## src/rtl/bp_mcore_looper_ctrl.sv

```systemverilog
// bp_mcore_looper_ctrl: memory-mapped hardware looper that splits [global_start, global_end)
// into contiguous chunks and hands them to requesting cores in round-robin order.
module bp_mcore_looper_ctrl #(
    parameter int num_core_p       = 4,
    parameter int index_width_p    = 32,
    parameter int chunk_size_p     = 16,
    parameter int cfg_addr_width_p = 20
) (
    input  logic                          clk_i,
    input  logic                          reset_i,
    input  logic                          cfg_v_i,
    input  logic                          cfg_w_i,
    input  logic [cfg_addr_width_p-1:0]   cfg_addr_i,
    input  logic [$clog2(num_core_p)-1:0] cfg_src_i,
    input  logic [63:0]                   cfg_data_i,
    output logic                          cfg_ready_o,
    output logic                          cfg_v_o,
    output logic [63:0]                   cfg_data_o,
    input  logic [num_core_p-1:0]         chunk_req_i,
    output logic [num_core_p-1:0]         chunk_grant_o,
    output logic [index_width_p-1:0]      chunk_start_o,
    output logic [index_width_p-1:0]      chunk_end_o,
    output logic                          done_o
);
    localparam int lg = $clog2(num_core_p);
    localparam int iw = index_width_p;

    typedef enum logic [1:0] {IDLE, RUN, DONE} state_e;
    state_e state, state_n;

    logic [iw-1:0] gstart, gend, next_idx, last_start, last_end;
    logic [iw-1:0] grant_start, grant_end, run_end;
    logic [iw-1:0] loc_start [num_core_p];
    logic [iw-1:0] loc_end   [num_core_p];
    logic [iw:0]   step, sum;
    logic [15:0]   chunk;
    logic [lg-1:0] rr_ptr, sel, idx;
    logic [63:0]   rd_mux, rd_data;
    logic rd_v, wr, rd, a_ctrl, a_gs, a_ge, a_ls, a_le;
    logic ctrl_wr, restart, abort, clear, give;
    logic unused_ok;

    assign unused_ok = ^cfg_data_i;
    assign wr      = cfg_v_i & cfg_w_i;
    assign rd      = cfg_v_i & ~cfg_w_i;
    assign a_ctrl  = cfg_addr_i == cfg_addr_width_p'(8'h00);
    assign a_gs    = cfg_addr_i == cfg_addr_width_p'(8'h08);
    assign a_ge    = cfg_addr_i == cfg_addr_width_p'(8'h10);
    assign a_ls    = cfg_addr_i == cfg_addr_width_p'(8'h18);
    assign a_le    = cfg_addr_i == cfg_addr_width_p'(8'h20);
    assign ctrl_wr = wr & a_ctrl;
    assign restart = ctrl_wr & cfg_data_i[0] & (state != RUN);
    assign abort   = ctrl_wr & ~cfg_data_i[0] & (state == RUN);
    assign clear   = ctrl_wr & ~cfg_data_i[0] & cfg_data_i[2] & (state == DONE);
    // A control write that changes state takes priority over any same-cycle grant
    assign give    = (|chunk_req_i) & (((state == RUN) & ~abort) | ((state == DONE) & ~restart & ~clear));

    // One extra bit keeps next_idx + step from wrapping near the top of the index space
    assign step        = (chunk != '0) ? (iw+1)'(chunk) : (iw+1)'(chunk_size_p);
    assign sum         = {1'b0, next_idx} + step;
    assign run_end     = (sum > {1'b0, gend}) ? gend : sum[iw-1:0];
    assign grant_start = (state == DONE) ? gend : next_idx;
    assign grant_end   = (state == DONE) ? gend : run_end;

    always_comb begin
        sel = rr_ptr;
        idx = rr_ptr;
        for (int i = num_core_p - 1; i >= 0; i--) begin
            idx = lg'((int'(rr_ptr) + i) % num_core_p);
            sel = chunk_req_i[idx] ? idx : sel;
        end
    end

    always_comb begin
        state_n = state;
        if (restart) state_n = (gstart >= gend) ? DONE : RUN;
        else if (abort | clear) state_n = IDLE;
        else if (give & (state == RUN) & (run_end == gend)) state_n = DONE;
    end

    assign rd_mux = a_ctrl ? {32'b0, chunk, 13'b0, state == DONE, state == RUN, state != IDLE}
                  : a_gs ? 64'(gstart)
                  : a_ge ? 64'(gend)
                  : a_ls ? 64'(loc_start[cfg_src_i])
                  : a_le ? 64'(loc_end[cfg_src_i])
                  : 64'b0;

    always_ff @(posedge clk_i or posedge reset_i) begin
        if (reset_i) begin
            state      <= IDLE;
            gstart     <= '0;
            gend       <= '0;
            chunk      <= '0;
            next_idx   <= '0;
            rr_ptr     <= '0;
            last_start <= '0;
            last_end   <= '0;
            rd_v       <= 1'b0;
            rd_data    <= '0;
            for (int i = 0; i < num_core_p; i++) begin
                loc_start[i] <= '0;
                loc_end[i]   <= '0;
            end
        end else begin
            state <= state_n;
            rd_v  <= rd;
            if (rd) rd_data <= rd_mux;
            if (wr & (state != RUN)) begin
                if (a_ctrl) chunk <= cfg_data_i[31:16];
                if (a_gs) gstart <= cfg_data_i[iw-1:0];
                if (a_ge) gend <= cfg_data_i[iw-1:0];
            end
            if (restart) next_idx <= gstart;
            else if (give & (state == RUN)) next_idx <= run_end;
            if (give) begin
                rr_ptr         <= (sel == lg'(num_core_p - 1)) ? '0 : sel + 1'b1;
                last_start     <= grant_start;
                last_end       <= grant_end;
                loc_start[sel] <= grant_start;
                loc_end[sel]   <= grant_end;
            end
        end
    end

    assign cfg_ready_o   = 1'b1;
    assign cfg_v_o       = rd_v;
    assign cfg_data_o    = rd_data;
    assign chunk_grant_o = give ? (num_core_p'(1) << sel) : '0;
    assign chunk_start_o = give ? grant_start : last_start;
    assign chunk_end_o   = give ? grant_end : last_end;
    assign done_o        = state == DONE;
endmodule
```

## config.mk

```make
export PLATFORM = sky130hd
export DESIGN_NAME = bp_mcore_looper_ctrl
export DESIGN_NICKNAME = d
export VERILOG_FILES = /design/src/rtl/bp_mcore_looper_ctrl.sv
export SDC_FILE = /design/constraint.sdc
export NUM_CORES = 1
export LEC_CHECK = 0
export ABC_AREA = 0
export ABC_CLOCK_PERIOD_IN_PS = 15200
export CAP_MARGIN = 5
export CORE_AREA = 3 3 222 224
export DETAILED_ROUTE_END_ITERATION = 8
export DIE_AREA = 0 0 225 227
export PLACE_DENSITY = 0.77
export RECOVER_POWER = 25
export SLEW_MARGIN = 10
export SYNTH_ARGS = -nofsm -noshare
export SYNTH_HDL_FRONTEND = slang
export SYNTH_SLANG_ARGS = --single-unit
```

## constraint.sdc

```tcl
create_clock -name clk_i -period 15.2 [get_ports clk_i]
set_input_delay 3.04 -clock clk_i [delete_from_list [all_inputs] [get_ports clk_i]]
set_output_delay 3.04 -clock clk_i [all_outputs]
set_load 0.03 [all_outputs]
```

==> results of run 1 <==
worst max-delay path: stages, from the launching register on:
cell,delay (ns)
dfrtp_1,0.52
nor4_1,0.42
a41o_1,0.31
ha_1,0.39
a21oi_4,0.27
nand2_2,0.11
or2_4,0.27
a41o_1,0.43
a21oi_1,0.28
xor2_1,0.39
inv_1,0.11
ha_1,0.32
nand4_1,0.20
o21a_1,0.25
o32ai_1,0.38
a211o_1,0.21
o2bb2ai_4,0.14
nand2b_1,0.50
buf_4,0.45
mux2i_1,0.85
o21ai_0,0.25
clkdlybuf4s50_1,0.65
state kept, by name (all words and copies together), names as in the netlist, 16 cells and up:
name	flops
loc_end	128
loc_start	128
cfg_data_o	32
gend	32
gstart	32
last_end	32
last_start	32
next_idx	32
chunk	16
cell families (layout without fill, tap and decap cells):
kind of cell             count (synthesis)  after routing  share of synthesized area [%]
adder cells (fa/ha/maj)                 85             85                          4.262
XOR/XNOR                                55             55                          2.141
other                                    2             33                        0.02989
buffers and inverters                  281            338                          4.999
multiplexers                           179            179                          10.57
AND/OR/NAND/NOR                        751            751                          13.19
flip-flops                             469            469                          46.70
AO/OA/AOI/OAI                          776            776                          18.10
path summary, 6_finish.rpt:
kind / start / depth (start not counted) / to
setup / recovery: chunk[8] / 21 / chunk_end_o[3]
hold / removal: cfg_data_o[18] / 2 / cfg_data_o[18]
setup reg to reg: chunk[8] / 20 / last_end[3]
hold reg to reg: cfg_data_o[18] / 2 / cfg_data_o[18]
max in group asynchronous: reset_i / 4 / gstart[20]
min in group asynchronous: reset_i / 2 / loc_start[100]
power groups by stage:
stage	sequential, W	combinational [W]	clock [W]
2_1_floorplan	0.00171	0.000986	0
3_3_place_gp	0.00177	0.00138	0
3_5_place_dp	0.00180	0.00142	0
4_1_cts	0.00178	0.00144	0.00124
5_1_grt	0.00182	0.00158	0.00129
6_report	0.00178	0.00145	0.00123
through the flow:
stage / total power [W] / setup slack (ns) / area, µm² / cells / hold WS [ns]
global placement: 0.003154 / 4.916 / 26910 / 3212 / 0.4560
finish: 0.004460 / 3.811 / 28530 / 3301 / 0.4674
global route: 0.004689 / 3.635 / 28530 / 3301 / 0.4888
detailed placement: 0.003221 / 4.754 / 26910 / 3212 / 0.4651
CTS: 0.004451 / 4.067 / 28560 / 3301 / 0.4775
floorplan: 0.002697 / 5.809 / 25250 / 2629 / 0.4446
routing by layer:
metal  share of wire [%]  wire length (µm)  track usage, %  vias up
met5                   0                 0               0        -
met4                 3.8              3146           11.40        0
met3                 8.5              6975           5.442      165
met2                  44             36410           48.47     1047
met1                  43             35440           47.23    10570
li1                    -                 -               -     9281
cells in the mapped netlist (25+ instances only):
cell type	n
nand2_1	501
o21ai_0	487
dfrtp_1	469
clkbuf_1	127
a21oi_1	89
ha_1	84
nor2_1	74
mux2i_1	64
mux4_2	64
inv_1	55
mux2_2	50
buf_4	39
a22oi_1	35
buf_2	31
xnor2_1	31
a21o_1	30
nand4_1	28
buf_1	26
nor3_1	25
cell usage in the layout, fill, tap and decap left out, types with 19 or more instances in the layout:
master,synthesis,final
a21o_1,30,30
a21oi_1,89,88
a221oi_1,21,21
a22oi_1,35,35
buf_4,39,27
clkbuf_16,0,50
clkdlybuf4s50_1,0,126
conb_1,2,33
dfrtp_1,469,469
dlygate4sd3_1,0,35
ha_1,84,84
inv_1,55,53
mux2_2,50,50
mux2i_1,64,64
mux4_2,64,64
nand2_1,501,496
nand4_1,28,28
nor2_1,74,73
nor3_1,25,24
o21ai_0,487,487
xnor2_1,31,31
xor2_1,19,19
area by class of cell:
cell class,count,area [µm²],share of cell area [%]
well taps,615,769.5,2.697
clock buffers,74,1461,5.123
multi-input cells,1879,12310,43.15
inverters,55,207.7,0.7280
flip-flops and latches,469,11740,41.14
repair buffers,194,1853,6.495
clock inverters,15,191.4,0.6710
==> results.toml, run 1 <==
[clock_tree]
clock_latency_ns = 0.60
h-tree-depth = 2
cts_setup_buffers = 0
clock-root-buffer = "clkbuf_16"
cts_buffers = 50
cts_hold_buf = 0
path_clk_slew_ns = 0.06
cts-resized-gates = 0
clock_sinks = 469
cts_tree = "built"
clock_path_buffers = 3

[sta]
hold_viol_final = 0
fmax_mhz = 87.80
rsz0062_at_grt = "no"
setup-violations-final = 0
finClkSkew_ns = 0.02629
relSlewSlack_pct = -166.1
finalCritPeriodShare_pct = 74.93
worstMarginPinSlew_ns = 3.992
fin_tns_setup_ns = 0
fin_crit_ns = 11.39
drv_slew = 235

[setup_path]
r2r_slack_ns = 7.93
critPathLaunchType = "register"
cp_max_fo = 18
worst_ep_required_time_ns = 12.16
arrival_ns = 8.35
crit_type = "register to primary output"
endpoint_kind = "primary output"

[detailed_routing]
firstDrtPassIters = 6
drtIter0Drc = 2581
ant_nets = 0
wirelength_um = 81980
wl_per_cell_um = 24.83
drc_errors = 0
vias = 21070
via_per_inst = 6.381

[layout]
utilization_pct = 60.00
diodes = 0
drive_gt1_share_pct = 9.717
syn_to_final_growth_pct = 13.53
nets = 2828
fill_cells = 3868

[synth]
yosysTopAreaCell = "dfrtp_1"
yosysWarnings = 0
synth-edff-count = 0
synthCells = 2598
ys.flop_type = "dfrtp_1"
async_flop_share_pct = 100.0
synth.top_cell.area_share_pct = 46.70
yosys_register_bits = 469
synth.avg_cell_area_um2 = 9.672
synth_area_leaders = "dfrtp_1 47%, o21ai_0 9.7%, nand2_1 7.5%"
synth.distinct_cells = 89
ys_seq_area_share_pct = 46.70
synth.cell_area_um2 = 25130

[floorplanning]
initial_core_util_pct = 52.85
rows = 80
pin_count = 229
core_um2 = 47550
dieWidth_um = 225
die_h_um = 227
dieArea_um2 = 51080

[global_routing]
grt_usage_pct = 32.06
grt_max_degree = 181
overflow = 0
grt_pass1_vias = 20690
grt_pass1_wl_um = 125100
grt_antenna_before_repair = 1

[outcome]
status = "finished with violations"
violations = "capacitance limit, slew limit"

[power]
p_sw_w = 0.001682
peakVddDrop_uv = 148.6
power_frac_clock_pct = 27.5
swShare_pct = 37.72
p_leak_nw = 12.58
p_comb_share_pct = 32.5
p_per_area_nw_per_um2 = 156.3
intPower_w = 0.002777
pwr-share-seq_pct = 40.0

[placement]
portBuffers = 163
gp_congestion = 0.9882
place_hpwl_um = 58630

[worst_hold_path]
hp-class = "register to register"

[flow_run]
cap_viol_max_count = 4
Note: power is estimated with default switching activity, not from simulation.
==> inputs of run 2 (changes only) <==
ABC_CLOCK_PERIOD_IN_PS = 9800   (was 15200)
clock period = 9.8 ns   (was 15.2 ns; I/O delays follow)
==> run 2 against run 1 <==
Effect of this change:
- sequential power grew 56%
- critical path type unchanged
- combinational power grew 58%
- cell count grew 0.36%
- die area is the same
- critical endpoint is now chunk_end_o[4]
- utilization grew 0.80 points
- first-iteration DRC count grew 2.6%
- flip-flop and latch count is the same
- critical path depth is the same
- the run still ends with capacitance limit, slew limit left
- total power grew 59%
- final area grew 1.3%
- wire length grew 0.27%
==> results.toml, run 2 (synthesis gave the netlist of run 1 again) <==
[layout]
fill_cells = 3845
layoutNonFillerInstCount = 3313
syn_to_final_growth_pct = 15.05
layout_common_cells = "496 x nand2_1, 477 x o21ai_0, 469 x dfrtp_1, 132 x clkdlybuf4s50_1, 88 x a21oi_1"
drive_gt1_share_pct = 10.87
reg_top3 = "loc_end (128), loc_start (128)"
nets = 2834
final_common_cell = "nand2_1"

[global_routing]
grt_max_degree = 182
grt_usage_pct = 32.10
grt_pass1_wl_um = 124800
grt_pass1_vias = 20600
overflow = 0
grt_antenna_before_repair = 4

[sta]
finClkSkew_ns = 0.05028
hold_viol_final = 0
setup-violations-final = 0
fmax_mhz = 104.3
relSlewSlack_pct = -152.9
finalCritPeriodShare_pct = 97.80
drv_slew = 249
fin_tns_setup_ns = 0
fin_crit_ns = 9.585
layout_setup_ws_ns = 0.2153
worstMarginPinSlew_ns = 3.794

[setup_path]
ff2ff_path_depth = 20
cpLargestDelayFamily = "compound AO/OA/AOI/OAI gates"
cp_slowest_cell = "clkdlybuf4s50_1"
arrival_ns = 7.62
r2r_start = "chunk[9]"
endpoint_kind = "primary output"
r2r_end = "last_end[4]"
crit_buf_inv = 2
worst_ep_required_time_ns = 7.84
cp_max_fo = 29
r2r_slack_ns = 3.28
critPathLaunchType = "register"
crit_type = "register to primary output"
cp_cell_sequence = "nor4_1 > a41o_1 > ha_1 > a21oi_4 > nand2_2 > or2_4 > a41o_1 > a21oi_4 > xnor2_1 > ha_1 > nand4_1 > a2111oi_0 > nor3_1 > o21ai_0 > a211o_1 > o2bb2ai_4 > nand2b_1 > buf_12 > mux2i_2 > o21ai_0 > clkdlybuf4s50_1"
max_stage_delay_ns = 0.64

[clock_tree]
clock-root-buffer = "clkbuf_16"
clock_path_buffers = 3
h-tree-depth = 2
cts_buffers = 50
clock_sinks = 469
cts_hold_buf = 0
clock_latency_ns = 0.63
cts_tree = "built"
path_clk_slew_ns = 0.06

[detailed_routing]
wl_met1_um = 34660
ant_nets = 0
wl_per_cell_um = 24.81
routed.top_layer = "met5"
drc_errors = 0
drtIter0Drc = 2647
via_per_inst = 6.372
wirelength_um = 82200
wl_met3_um = 8047
vias = 21110
firstDrtPassIters = 5
met2_length_um = 36190

[power]
p_per_area_nw_per_um2 = 246.0
peakVddDrop_uv = 262.2
total_power_w = 0.007113
p_leak_nw = 12.73

[outcome]
status = "finished with violations"
violations = "capacitance limit, slew limit"

[floorplanning]
rows = 80
die_h_um = 227
dieWidth_um = 225
dieArea_um2 = 51080
pin_count = 229
initial_core_util_pct = 52.85
core_um2 = 47550

[placement]
placed_cells = 3218
gp_congestion = 1.006
pre_cts_slack_ns = 0.6305
place_hpwl_um = 57940
portBuffers = 163

[worst_hold_path]
min_to = "loc_end[43]"
min_delay_path_depth = 2
hp-class = "register to register"
holdCritStartpoint = "loc_end[43]"

[flow_run]
cap_viol_max_count = 3
[run 2: metrics by stage]
stage	utilization [%]	cell area [µm²]	hold WS, ns
final	60.81	28910	0.4746
after global routing	60.79	28910	0.4953
after CTS	60.59	28810	0.4790
after detailed placement	56.75	26980	0.4657
after global placement	56.75	26980	0.4561
after floorplan	-	25250	0.4446
[run 2: report_power, final]
group	total, W	internal (W)	switching, W
sequential	0.00277	0.00244	0.000321
combinational	0.00229	0.000774	0.00151
clock	0.00206	0.00123	0.000831
[run 2: how the worst max path moves through the flow]
stage | from | depth (start not counted) | slack [ns] | to
3_3_place_gp | chunk[7] | 22 | 0.74 | chunk_end_o[21]
6_report | chunk[9] | 21 | 0.22 | chunk_end_o[4]
3_5_place_dp | chunk[7] | 21 | 0.63 | chunk_end_o[13]
5_1_grt | chunk[9] | 21 | -0.02 | chunk_end_o[1]
2_1_floorplan | reset_i | 1 | 1.49 | cfg_data_o[0]
4_1_cts | chunk[7] | 22 | 0.01 | chunk_end_o[22]
[run 2: layout make-up]
type                       count  area, µm²  area share, %
multi-input combinational   1879      12450          43.08
sequential                   469      11740          40.60
timing repair buffer         200       1923          6.652
clock buffer                  72       1454          5.029
tap                          615      769.5          2.662
clock inverter                21      360.3          1.246
inverter                      55      207.7         0.7184
antenna                        2      5.005        0.01731
[run 2: worst reg2reg max path, stage by stage, from the launching register on]
cell,delay (ns)
dfrtp_1,0.49
nor4_1,0.41
a41o_1,0.37
ha_1,0.41
a21oi_4,0.28
nand2_2,0.11
or2_4,0.27
a41o_1,0.43
a21oi_4,0.37
xnor2_1,0.18
ha_1,0.34
nand4_1,0.12
a2111oi_0,0.36
nor3_1,0.08
o21ai_0,0.26
a211o_1,0.29
o2bb2ai_4,0.27
nand2b_1,0.22
buf_12,0.30
mux2i_2,0.64
o21ai_0,0.21
[run 2: what timing repair did]
item / in CTS / in global routing
hold endpoints to repair: 0 / 0
resized for setup: 5 / 31
setup endpoints to repair: 5 / 31
buffers inserted: 0 / 0
[run 2: metal layers]
| metal | up-vias | global-route usage [%] |
|---|---|---|
| met1 | 10480 | 46.24 |
| met3 | 187 | 7.750 |
| met2 | 1120 | 47.24 |
| met5 | - | 0 |
| met4 | 4 | 12.92 |
| li1 | 9318 | - |
